`config.mk`:
```
export PLATFORM = sky130hd
export DESIGN_NAME = key_event_gen
export DESIGN_NICKNAME = d
export VERILOG_FILES = /design/src/rtl/key_event_pkg.sv /design/src/rtl/key_event_chan.sv /design/src/rtl/key_event_gen.sv
export SDC_FILE = /design/constraint.sdc
export NUM_CORES = 1
export LEC_CHECK = 0
export ABC_AREA = 1
export CAP_MARGIN = 20
export CORE_ASPECT_RATIO = 1.5
export CORE_MARGIN = 2
export CORE_UTILIZATION = 64
export CTS_BUF_LIST = sky130_fd_sc_hd__clkbuf_4 sky130_fd_sc_hd__clkbuf_8 sky130_fd_sc_hd__clkbuf_16
export CTS_CLUSTER_SIZE = 28
export DETAILED_ROUTE_END_ITERATION = 12
export DONT_BUFFER_PORTS = 1
export PLACE_DENSITY = 0.89
export SETUP_SLACK_MARGIN = 0.5
export SLEW_MARGIN = 20
export SYNTH_ARGS = -nofsm -noshare
export SYNTH_HDL_FRONTEND = slang
export SYNTH_SLANG_ARGS = --single-unit
export TNS_END_PERCENT = 30
```
`constraint.sdc`:
```
create_clock -name clk -period 2.1 [get_ports clk]
set_input_delay 0.42 -clock clk [delete_from_list [all_inputs] [get_ports clk]]
set_output_delay 0.42 -clock clk [all_outputs]
set_load 0.005 [all_outputs]
```
`src/rtl/key_event_pkg.sv`:
```
`default_nettype none
// ============================================================================
// Module   : key_event_pkg
// Brief    : Shared key FSM state type and default timing constants.
// Revision : 1.0 - initial release
// ============================================================================
package key_event_pkg;

  typedef enum logic [1:0] {
    IDLE = 2'd0,
    HELD = 2'd1,
    LONG = 2'd2
  } key_state_t;

  // Defaults assume a 50 MHz clock and a 10 ms sample tick
  localparam int C_NUM_KEYS       = 4;
  localparam int C_TICK_DIV       = 500000;
  localparam int C_DEBOUNCE_TICKS = 5;
  localparam int C_LONG_TICKS     = 100;
  localparam int C_REPEAT_TICKS   = 20;

endpackage : key_event_pkg
`default_nettype wire

```
`src/rtl/key_event_chan.sv`:
```
`default_nettype none
// ============================================================================
// Module   : key_event_chan
// Brief    : One key: two-flop synchroniser, tick-based debounce, event FSM.
// Revision : 1.0 - initial release
// ============================================================================
module key_event_chan
  import key_event_pkg::*;
#(
  parameter int DEBOUNCE_TICKS = C_DEBOUNCE_TICKS,
  parameter int LONG_TICKS     = C_LONG_TICKS,
  parameter int REPEAT_TICKS   = C_REPEAT_TICKS
) (
  input  logic clk,
  input  logic reset,
  input  logic tick_en,
  input  logic key_n,
  output logic key_level,
  output logic press_pulse,
  output logic release_pulse,
  output logic long_pulse,
  output logic repeat_pulse
);

  localparam int c_db_w   = $clog2(DEBOUNCE_TICKS + 1);
  localparam int c_hold_w = $clog2(LONG_TICKS + 1);
  localparam int c_rpt_w  = $clog2(REPEAT_TICKS + 1);

  localparam logic [c_db_w-1:0]   c_db_last   = c_db_w'(DEBOUNCE_TICKS - 1);
  localparam logic [c_hold_w-1:0] c_hold_last = c_hold_w'(LONG_TICKS - 1);
  localparam logic [c_hold_w-1:0] c_hold_max  = c_hold_w'(LONG_TICKS);
  localparam logic [c_rpt_w-1:0]  c_rpt_last  = c_rpt_w'(REPEAT_TICKS - 1);

  logic                r_sync1;
  logic                r_sync2;
  logic                r_level;
  logic [c_db_w-1:0]   r_db_cnt;
  key_state_t          r_state;
  logic [c_hold_w-1:0] r_hold_cnt;
  logic [c_rpt_w-1:0]  r_rpt_cnt;
  logic                r_press;
  logic                r_release;
  logic                r_long;
  logic                r_repeat;

  logic                w_key_s;
  logic                w_level_next;
  logic [c_db_w-1:0]   w_db_next;
  logic                w_rise;
  logic                w_fall;
  key_state_t          w_state_next;
  logic [c_hold_w-1:0] w_hold_next;
  logic [c_rpt_w-1:0]  w_rpt_next;
  logic                w_press_d;
  logic                w_release_d;
  logic                w_long_d;
  logic                w_repeat_d;

  assign w_key_s = ~r_sync2;

  // Synchroniser resets to the released level so no phantom press follows reset
  always_ff @(posedge clk) begin
    if (reset) begin
      r_sync1  <= 1'b1;
      r_sync2  <= 1'b1;
      r_level  <= 1'b0;
      r_db_cnt <= '0;
    end else begin
      r_sync1 <= key_n;
      r_sync2 <= r_sync1;
      if (tick_en) begin
        r_level  <= w_level_next;
        r_db_cnt <= w_db_next;
      end
    end
  end

  always_comb begin
    w_level_next = r_level;
    w_db_next    = '0;
    if (w_key_s != r_level) begin
      if (r_db_cnt == c_db_last) begin
        w_level_next = ~r_level;
      end else begin
        w_db_next = r_db_cnt + 1'b1;
      end
    end
  end

  assign w_rise = tick_en & ~r_level &  w_level_next;
  assign w_fall = tick_en &  r_level & ~w_level_next;

  always_ff @(posedge clk) begin
    if (reset) begin
      r_state    <= IDLE;
      r_hold_cnt <= '0;
      r_rpt_cnt  <= '0;
      r_press    <= 1'b0;
      r_release  <= 1'b0;
      r_long     <= 1'b0;
      r_repeat   <= 1'b0;
    end else begin
      r_state    <= w_state_next;
      r_hold_cnt <= w_hold_next;
      r_rpt_cnt  <= w_rpt_next;
      r_press    <= w_press_d;
      r_release  <= w_release_d;
      r_long     <= w_long_d;
      r_repeat   <= w_repeat_d;
    end
  end

  always_comb begin
    w_state_next = r_state;
    w_hold_next  = r_hold_cnt;
    w_rpt_next   = r_rpt_cnt;
    if (tick_en) begin
      case (r_state)
        IDLE: begin
          if (w_rise) begin
            w_state_next = HELD;
            w_hold_next  = '0;
          end
        end
        HELD: begin
          if (w_fall) begin
            w_state_next = IDLE;
            w_hold_next  = '0;
          end else if (r_hold_cnt == c_hold_last) begin
            // Hold counter parks at LONG_TICKS for the rest of the hold
            w_state_next = LONG;
            w_hold_next  = c_hold_max;
            w_rpt_next   = '0;
          end else begin
            w_hold_next = r_hold_cnt + 1'b1;
          end
        end
        LONG: begin
          if (w_fall) begin
            w_state_next = IDLE;
            w_hold_next  = '0;
            w_rpt_next   = '0;
          end else if (r_rpt_cnt == c_rpt_last) begin
            w_rpt_next = '0;
          end else begin
            w_rpt_next = r_rpt_cnt + 1'b1;
          end
        end
        default: begin
          w_state_next = IDLE;
          w_hold_next  = '0;
          w_rpt_next   = '0;
        end
      endcase
    end
  end

  // A release on the same tick suppresses any long or repeat event
  always_comb begin
    w_press_d   = 1'b0;
    w_release_d = 1'b0;
    w_long_d    = 1'b0;
    w_repeat_d  = 1'b0;
    case (r_state)
      IDLE: w_press_d = w_rise;
      HELD: begin
        w_release_d = w_fall;
        w_long_d    = tick_en & ~w_fall & (r_hold_cnt == c_hold_last);
      end
      LONG: begin
        w_release_d = w_fall;
        w_repeat_d  = tick_en & ~w_fall & (r_rpt_cnt == c_rpt_last);
      end
      default: ;
    endcase
  end

  assign key_level     = r_level;
  assign press_pulse   = r_press;
  assign release_pulse = r_release;
  assign long_pulse    = r_long;
  assign repeat_pulse  = r_repeat;

endmodule : key_event_chan
`default_nettype wire

```
`src/rtl/key_event_gen.sv`:
```
`default_nettype none
// ============================================================================
// Module   : key_event_gen
// Brief    : Shared sample-tick divider feeding NUM_KEYS independent key channels.
// Revision : 1.0 - initial release
// ============================================================================
module key_event_gen
  import key_event_pkg::*;
#(
  parameter int NUM_KEYS       = C_NUM_KEYS,
  parameter int TICK_DIV       = C_TICK_DIV,
  parameter int DEBOUNCE_TICKS = C_DEBOUNCE_TICKS,
  parameter int LONG_TICKS     = C_LONG_TICKS,
  parameter int REPEAT_TICKS   = C_REPEAT_TICKS
) (
  input  logic                clk,
  input  logic                reset,
  input  logic [NUM_KEYS-1:0] key_n,
  output logic [NUM_KEYS-1:0] key_level,
  output logic [NUM_KEYS-1:0] press_pulse,
  output logic [NUM_KEYS-1:0] release_pulse,
  output logic [NUM_KEYS-1:0] long_pulse,
  output logic [NUM_KEYS-1:0] repeat_pulse
);

  localparam int                  c_tick_w    = $clog2(TICK_DIV + 1);
  localparam logic [c_tick_w-1:0] c_tick_last = c_tick_w'(TICK_DIV - 1);

  logic [c_tick_w-1:0] r_tick_cnt;
  logic                w_tick_en;

  assign w_tick_en = (r_tick_cnt == c_tick_last);

  always_ff @(posedge clk) begin
    if (reset) begin
      r_tick_cnt <= '0;
    end else if (w_tick_en) begin
      r_tick_cnt <= '0;
    end else begin
      r_tick_cnt <= r_tick_cnt + 1'b1;
    end
  end

  generate
    for (genvar g = 0; g < NUM_KEYS; g++) begin : g_chan
      key_event_chan #(
        .DEBOUNCE_TICKS (DEBOUNCE_TICKS),
        .LONG_TICKS     (LONG_TICKS),
        .REPEAT_TICKS   (REPEAT_TICKS)
      ) u_chan (
        .clk           (clk),
        .reset         (reset),
        .tick_en       (w_tick_en),
        .key_n         (key_n[g]),
        .key_level     (key_level[g]),
        .press_pulse   (press_pulse[g]),
        .release_pulse (release_pulse[g]),
        .long_pulse    (long_pulse[g]),
        .repeat_pulse  (repeat_pulse[g])
      );
    end
  endgenerate

endmodule : key_event_gen
`default_nettype wire
```
Word level (Yosys, flattened, before mapping)

Index checks and enable logic that the tools add are counted.
W data, S select, Z words.

Input port bits: 6
Output and inout port bits: 20
Flip-flop bits (word level): 115
Logic and storage cells: 276

Reduce and logical (&&, ||, !) cells: 37
Bitwise gates (word level): 60
Eq/ne operators: 45
Add/sub/neg operators: 13
Mux-type cells: 76

Operators with widths:

| operator                | number |
|---|---|
| $mux W7                 | 16 |
| $pmux W7 S3             | 4 |
| $mux W5                 | 16 |
| $pmux W5 S3             | 4 |
| $reduce_or A2 Y1        | 21 |
| $mux W2                 | 16 |
| $not A1 Y1              | 32 |
| $reduce_and A4 Y1       | 8 |
| $add A7 B1 Y7 const B   | 4 |
| $and A1 B1 Y1           | 28 |
| $eq A7 B7 Y1 const B    | 4 |
| $mux W3                 | 8 |
| $ne A2 B1 Y1 const B    | 12 |
| $pmux W2 S3             | 4 |
| $add A5 B1 Y5 const B   | 4 |
| $eq A5 B5 Y1 const B    | 4 |
| $add A19 B1 Y19 const B | 1 |
| $eq A19 B19 Y1 const B  | 1 |
| $add A3 B1 Y3 const B   | 4 |
| $eq A3 B3 Y1 const B    | 4 |
| $ne A3 B1 Y1 const B    | 4 |
| $reduce_and A3 Y1       | 4 |
| $eq A2 B1 Y1 const B    | 4 |
| $eq A2 B2 Y1 const B    | 4 |
| other kinds (4)         | 20 |

Depth between registers and ports, before layout

Depth in word-level cells: 8
Mapped depth: 14
Depth with buffers taken out: 12

Hierarchy

From an unflattened synthesis, not the netlist that was laid out.

Cells, all modules: 916
Area, all modules: 6431.2 um^2

Modules (own cells, without submodules):

| module         | times used | area an instance (um^2) | cells each | sequential area each (um^2) |
|---|---|---|---|---|
| key_event_chan | 4          | 1340.0                  | 191        | 480.5 |
| key_event_gen  | 1          | 1071.0                  | 152        | 380.4 |

Worst setup path before layout

No wires, ideal clock.

Kind: reg-to-reg
Start point: register r_tick_cnt[0]
End point: register g_chan[0].u_chan.r_hold_cnt[1]
Slack: 284 ps
Setup time: 118 ps
Buffers on the path: 1
Arrival time: 1698 ps
Period minus slack after synthesis: 1816 ps
Stages on the path, launching flop included: 12
Data required time: 1982 ps
Path through: dfxtp_1 -> ha_1 -> nand2_2 -> nor2_4 -> nand3_2 -> nor2_8 -> buf_6 -> nand3_2 -> nand2_2 -> nand2_2 -> o21ai_1 -> nor2_1

Word-level cells in the longest chain between the ends: 5
Elaborated cells between the ends (all ways): 10
Those cells by class: 3 x eq/ne; 2 x mux; 4 x bitwise; 1 x reduce/logical

RTL lines:

| element                                                 | line                                       | text |
|---|---|---|
| from (decl)                                             | key_event_gen.sv:29                        | `logic [c_tick_w-1:0] r_tick_cnt;` |
| from (signal assigned)                                  | key_event_gen.sv:40                        | `r_tick_cnt <= r_tick_cnt + 1'b1;` |
| $eq A19 B19 Y1 (*)                                      | key_event_gen.sv:32                        | `assign w_tick_en = (r_tick_cnt == c_tick_last);` |
| $and A1 B1 Y1, on equally long branches (2 in series)   | key_event_chan.sv:91, key_event_chan.sv:90 |  |
| $mux W7 / $ne A2 B1 Y1 (equally long branches)          | -                                          |  |
| $pmux W7 S3 / $reduce_and A3 Y1 (equally long branches) | -                                          |  |
| to (signal assigned)                                    | key_event_chan.sv:104                      | `r_hold_cnt <= w_hold_next;` |
| to (decl)                                               | key_event_chan.sv:39                       | `logic [c_hold_w-1:0] r_hold_cnt;` |

Every way passes the cells marked *; elsewhere a longest branch is shown, timed or not.
A chain may end at the register's enable or synchronous reset.

Worst setup path after layout

Start point: register r_tick_cnt[7]
End point: register g_chan[2].u_chan.r_press

Word-level cells in the longest chain between the ends: 3

RTL lines:

| element                     | line                  | text |
|---|---|---|
| $eq A19 B19 Y1              | key_event_gen.sv:32   |  |
| $and A1 B1 Y1 (2 in series) | key_event_chan.sv:90  | `assign w_rise = tick_en & ~r_level & w_level_next;` |
| to (signal assigned)        | key_event_chan.sv:106 | `r_press <= w_press_d;` |
| to (decl)                   | key_event_chan.sv:41  | `logic r_press;` |

Every way passes these cells.

==> summary.md <==
| Metric | Value |
|---|---|
| Overall die width | `85.0 um` |
| Outcome | `finished clean` |
| Setup TNS Final | `0 ps` |
| Startpoint type of the worst setup path | `flop` |
| Headroom to the max-slew limit | `64.7%` |
| Crit path max-delay family | `simple AND/OR/NAND/NOR gates` |
| Critical R2R Launch | `r_tick_cnt[7]` |
| WS Path Type | `reg -> reg` |
| Footprint of the multi-input gates | `0.00370 mm^2` |
| CTS H-Tree Depth | `4` |
| Fraction of final layout cells with drive strength greater than 1 | `18.9%` |
| Routability congestion estimate | `0.912` |
| Start point of the critical path | `r_tick_cnt[7]` |
| Combinational cell fraction of total power | `1.8%` |
| Largest clock skew in the final design | `9.51 ps` |
| Initial antenna violation count | `0` |
| Total power per unit cell area | `649 mW/mm^2` |
| Final period utilization | `91.2%` |
| Sequential fraction of design power | `45.3%` |
| Total Nets Final | `966` |
| Residual DRC | `0` |
| Total global routing track utilization | `30.6%` |
| Min Tclk post-route | `1920 ps` |
| Psw | `1.08 mW` |
| FF/Latch Area | `0.00232 mm^2` |
| Max-cap violations | `0` |
| Number of clock sinks | `115` |
| Fin. max-slew vios | `0` |
| Insertion delay to the later sink of the worst-skew pair | `430 ps` |
| #FFs+latches synth | `115` |
| Initial drt markers | `594` |
| Wire length of the first global-routing pass | `26.3 mm` |
| RSZ-0062 raised after global routing | `yes` |
| Clock group share of total power | `52.9%` |
| N_diodes | `0` |
| Clock tree root driver cell | `sky130_fd_sc_hd__clkbuf_16` |
| FFs w/ async S/R, synth | `0%` |
| Buffer and inverter count on the worst path | `3` |
| Biggest cell delay along the critical path | `360 ps` |
| Number of distinct standard cells referenced by the synthesized netlist | `39` |
| Worst vdd rail ir drop | `0.734 mV` |
| Synthesized area | `0.00630 mm^2` |
| Vertical extent of the die | `126 um` |
| Grt total ovfl | `0` |
| # fillers | `573` |
| Total Wirelength | `17.9 mm` |
| Hold-fix buffer count after cts | `0` |
| Type of the most critical hold path | `in -> reg` |
| Slowest-stage cell, CP | `sky130_fd_sc_hd__dfxtp_2` |
| Total count of hold-check failures in the final report | `0` |
| Total power consumption of the routed design | `4.88 mW` |
| Boundary pin count | `26` |
| Worst Path Max Fanout | `6` |
| Final setup viols | `0` |
| Pin count of the biggest net entering global routing | `30` |
| Crit path capture type | `flop` |
| Total core area | `0.00963 mm^2` |
| Endpoint arrival time on the critical path | `2200 ps` |
| R2R Setup Slk | `180 ps` |
| Starting Density | `65.4%` |
| Number of synthesized flops with an enable pin | `0` |
| Leakage power | `3.11 nW` |
| Floorplan die area | `0.0107 mm^2` |
| Actual slew at the worst max-slew pin | `526 ps` |
| Max Fclk | `522 MHz` |
| Number of vias after detailed routing | `6,331` |
| Antenna viol nets, final | `0` |
| Synthesized area per cell | `6.96 um^2` |
| Synth Flop Type | `sky130_fd_sc_hd__dfxtp_1` |
| Worst-path clk slew | `50 ps` |
| Worst Hold Launch | `reset` |
| Synth warn | `0` |
| Layout overhead on the synthesized area | `19.2%` |
| First-pass iteration count of the detailed router | `6` |
| Required time at the worst-slack endpoint | `2380 ps` |
| Buffer levels on the longest clock path | `2` |
| Crit-path cells | `inv_2 -> nand2_1 -> nor2_2 -> nand3_4 -> nor2_8 -> buf_6 -> nand3_4 -> buf_4 -> nor3_1` |
| Proportion of synthesized chip area in sequential cells | `36.5%` |
| Synthesized netlist net count | `941` |
| Total number of placement rows | `44` |
| Crit-path most repeated cell | `sky130_fd_sc_hd__nand3_4` |
| Number of global-route vias before repair | `5,865` |
| TritonCTS clock tree | `done` |
| Number of buffers created by CTS | `17` |
| IO buf count | `0` |
| Placed wire-length estimate | `9.78 mm` |
| Switching share of power | `22.1%` |
| Routed wirelength normalized by instance count | `16.9 um` |
| Internal Dissipation | `3.80 mW` |
| Number of instances in the synthesized netlist | `906` |
| Routed vias/inst | `5.98` |
## synthesized netlist by cell type (2+ instances only)
library cell,number,area share [%]
sky130_fd_sc_hd__a211oi_1,4,0.48
sky130_fd_sc_hd__a21oi_1,26,2.1
sky130_fd_sc_hd__a31oi_1,3,0.30
sky130_fd_sc_hd__buf_1,4,0.24
sky130_fd_sc_hd__buf_2,4,0.32
sky130_fd_sc_hd__buf_4,21,2.5
sky130_fd_sc_hd__buf_6,2,0.36
sky130_fd_sc_hd__clkbuf_1,3,0.18
sky130_fd_sc_hd__clkinv_1,4,0.24
sky130_fd_sc_hd__dfxtp_1,115,37
sky130_fd_sc_hd__ha_1,29,5.8
sky130_fd_sc_hd__inv_1,113,6.7
sky130_fd_sc_hd__inv_2,10,0.60
sky130_fd_sc_hd__nand2_1,165,9.8
sky130_fd_sc_hd__nand2_2,13,1.3
sky130_fd_sc_hd__nand3_1,71,5.6
sky130_fd_sc_hd__nand3_2,6,0.95
sky130_fd_sc_hd__nand3_4,2,0.56
sky130_fd_sc_hd__nand3b_1,5,0.60
sky130_fd_sc_hd__nand4_1,25,2.5
sky130_fd_sc_hd__nor2_1,163,9.7
sky130_fd_sc_hd__nor3_1,19,1.5
sky130_fd_sc_hd__nor3b_1,7,0.83
sky130_fd_sc_hd__o21ai_0,24,1.9
sky130_fd_sc_hd__o21ai_1,12,0.95
sky130_fd_sc_hd__or2_2,9,0.89
sky130_fd_sc_hd__xnor2_1,8,1.1
sky130_fd_sc_hd__xor2_1,28,3.9
## layout make-up
class                           count  area share [%]
Clock inverter                     11           0.833
Multi-Input combinational cell    634            49.3
Timing Repair Buffer               35            4.37
Clock buffer                       21            6.23
Timing Repair inverter              1          0.0833
Sequential cell                   115            30.9
Tap cell                          115            1.92
Inverter                          127            6.46
## cell families (layout without fill, tap and decap cells)
family	count (synthesis)	after routing	share of synthesized area, %
flip-flops	115	115	36.5
AO/OA/AOI/OAI	74	74	6.29
XOR/XNOR	36	36	5.00
AND/OR/NAND/NOR	491	495	35.3
buffers and inverters	161	195	11.2
adder cells (fa/ha/maj)	29	29	5.76
## registers in the layout (all words and copies together) (netlist names)
register	flops
g_chan.u_chan.r_db_cnt	12
r_tick_cnt	19
g_chan.u_chan.r_sync1	4
g_chan.u_chan.r_sync2	4
g_chan.u_chan.repeat_pulse	4
g_chan.u_chan.long_pulse	4
g_chan.u_chan.r_rpt_cnt	20
g_chan.u_chan.press_pulse	4
g_chan.u_chan.key_level	4
g_chan.u_chan.r_state	8
g_chan.u_chan.release_pulse	4
g_chan.u_chan.r_hold_cnt	28
## layout by cell type, fill, tap and decap left out, types with 3 or more instances in the layout
cell type,netlist,final
sky130_fd_sc_hd__a211oi_1,4,4
sky130_fd_sc_hd__a21oi_1,26,25
sky130_fd_sc_hd__buf_4,21,29
sky130_fd_sc_hd__clkbuf_16,0,17
sky130_fd_sc_hd__clkinv_1,4,3
sky130_fd_sc_hd__clkinv_2,0,9
sky130_fd_sc_hd__clkinvlp_4,0,3
sky130_fd_sc_hd__dfxtp_1,115,105
sky130_fd_sc_hd__dfxtp_2,0,9
sky130_fd_sc_hd__ha_1,29,27
sky130_fd_sc_hd__inv_1,113,111
sky130_fd_sc_hd__inv_2,10,11
sky130_fd_sc_hd__nand2_1,165,150
sky130_fd_sc_hd__nand2_2,13,15
sky130_fd_sc_hd__nand2_4,1,11
sky130_fd_sc_hd__nand2_8,0,4
sky130_fd_sc_hd__nand3_1,71,62
sky130_fd_sc_hd__nand3_2,6,10
sky130_fd_sc_hd__nand3_4,2,10
sky130_fd_sc_hd__nand3b_1,5,5
sky130_fd_sc_hd__nand4_1,25,25
sky130_fd_sc_hd__nor2_1,163,145
sky130_fd_sc_hd__nor2_2,0,12
sky130_fd_sc_hd__nor2_4,1,7
sky130_fd_sc_hd__nor3_1,19,18
sky130_fd_sc_hd__nor3b_1,7,6
sky130_fd_sc_hd__o21ai_0,24,15
sky130_fd_sc_hd__o21ai_1,12,19
sky130_fd_sc_hd__or2_2,9,9
sky130_fd_sc_hd__xnor2_1,8,8
sky130_fd_sc_hd__xor2_1,28,28
## power groups by stage
stage | logic [mW] | registers [mW] | clock network (mW)
floorplan | 0.0566 | 2.25 | 0
global placement | 0.0659 | 2.25 | 0
detailed placement | 0.0689 | 2.25 | 0
CTS | 0.0816 | 2.21 | 2.58
global route | 0.0940 | 2.21 | 2.68
finish | 0.0870 | 2.21 | 2.58
## worst register-to-register path, cell delays in order, from the launching register on
cell	delay, ps
sky130_fd_sc_hd__dfxtp_2	360
sky130_fd_sc_hd__inv_2	90
sky130_fd_sc_hd__nand2_1	90
sky130_fd_sc_hd__nor2_2	180
sky130_fd_sc_hd__nand3_4	120
sky130_fd_sc_hd__nor2_8	170
sky130_fd_sc_hd__buf_6	170
sky130_fd_sc_hd__nand3_4	110
sky130_fd_sc_hd__buf_4	160
sky130_fd_sc_hd__nor3_1	330
## what timing repair did
| item | in CTS | in global routing |
|---|---|---|
| pin swaps | 18 | 14 |
| gates resized for setup | 49 | 49 |
| endpoints found under the hold margin | 0 | 0 |
| setup buffers | 15 | 5 |
| cloned | 5 | 1 |
| setup endpoints to repair | 98 | 102 |
## routing by layer
metal  GRT usage (%)  wire length, um  vias up
met3            8.12             1380      139
met5               0                0        -
met2            54.4             8940      380
met4            19.6             1320        0
li1                -                -     2921
met1            30.9             6230     2891
## stage by stage
step                      instances  setup slack (ps)  instance area [um^2]  utilization, %  hold WS [ps]
final                          1059               185                  7510            77.9          68.9
after global routing           1059               152                  7510            77.9          55.1
after CTS                      1053               323                  7280            75.6          62.5
after detailed placement       1001               117                  6400            66.5           399
after global placement         1001               186                  6400            66.5           392
after floorplan                 906               337                  6350               -           389
## worst paths after layout
check	cells past startpoint	endpoint
worst min-delay path	1	g_chan[0].u_chan.r_hold_cnt[5]
worst max-delay path	9	g_chan[2].u_chan.press_pulse
worst max register to register	9	g_chan[2].u_chan.press_pulse
worst min register to register	1	g_chan[2].u_chan.r_sync2
Power figures use the tool's default switching activity.
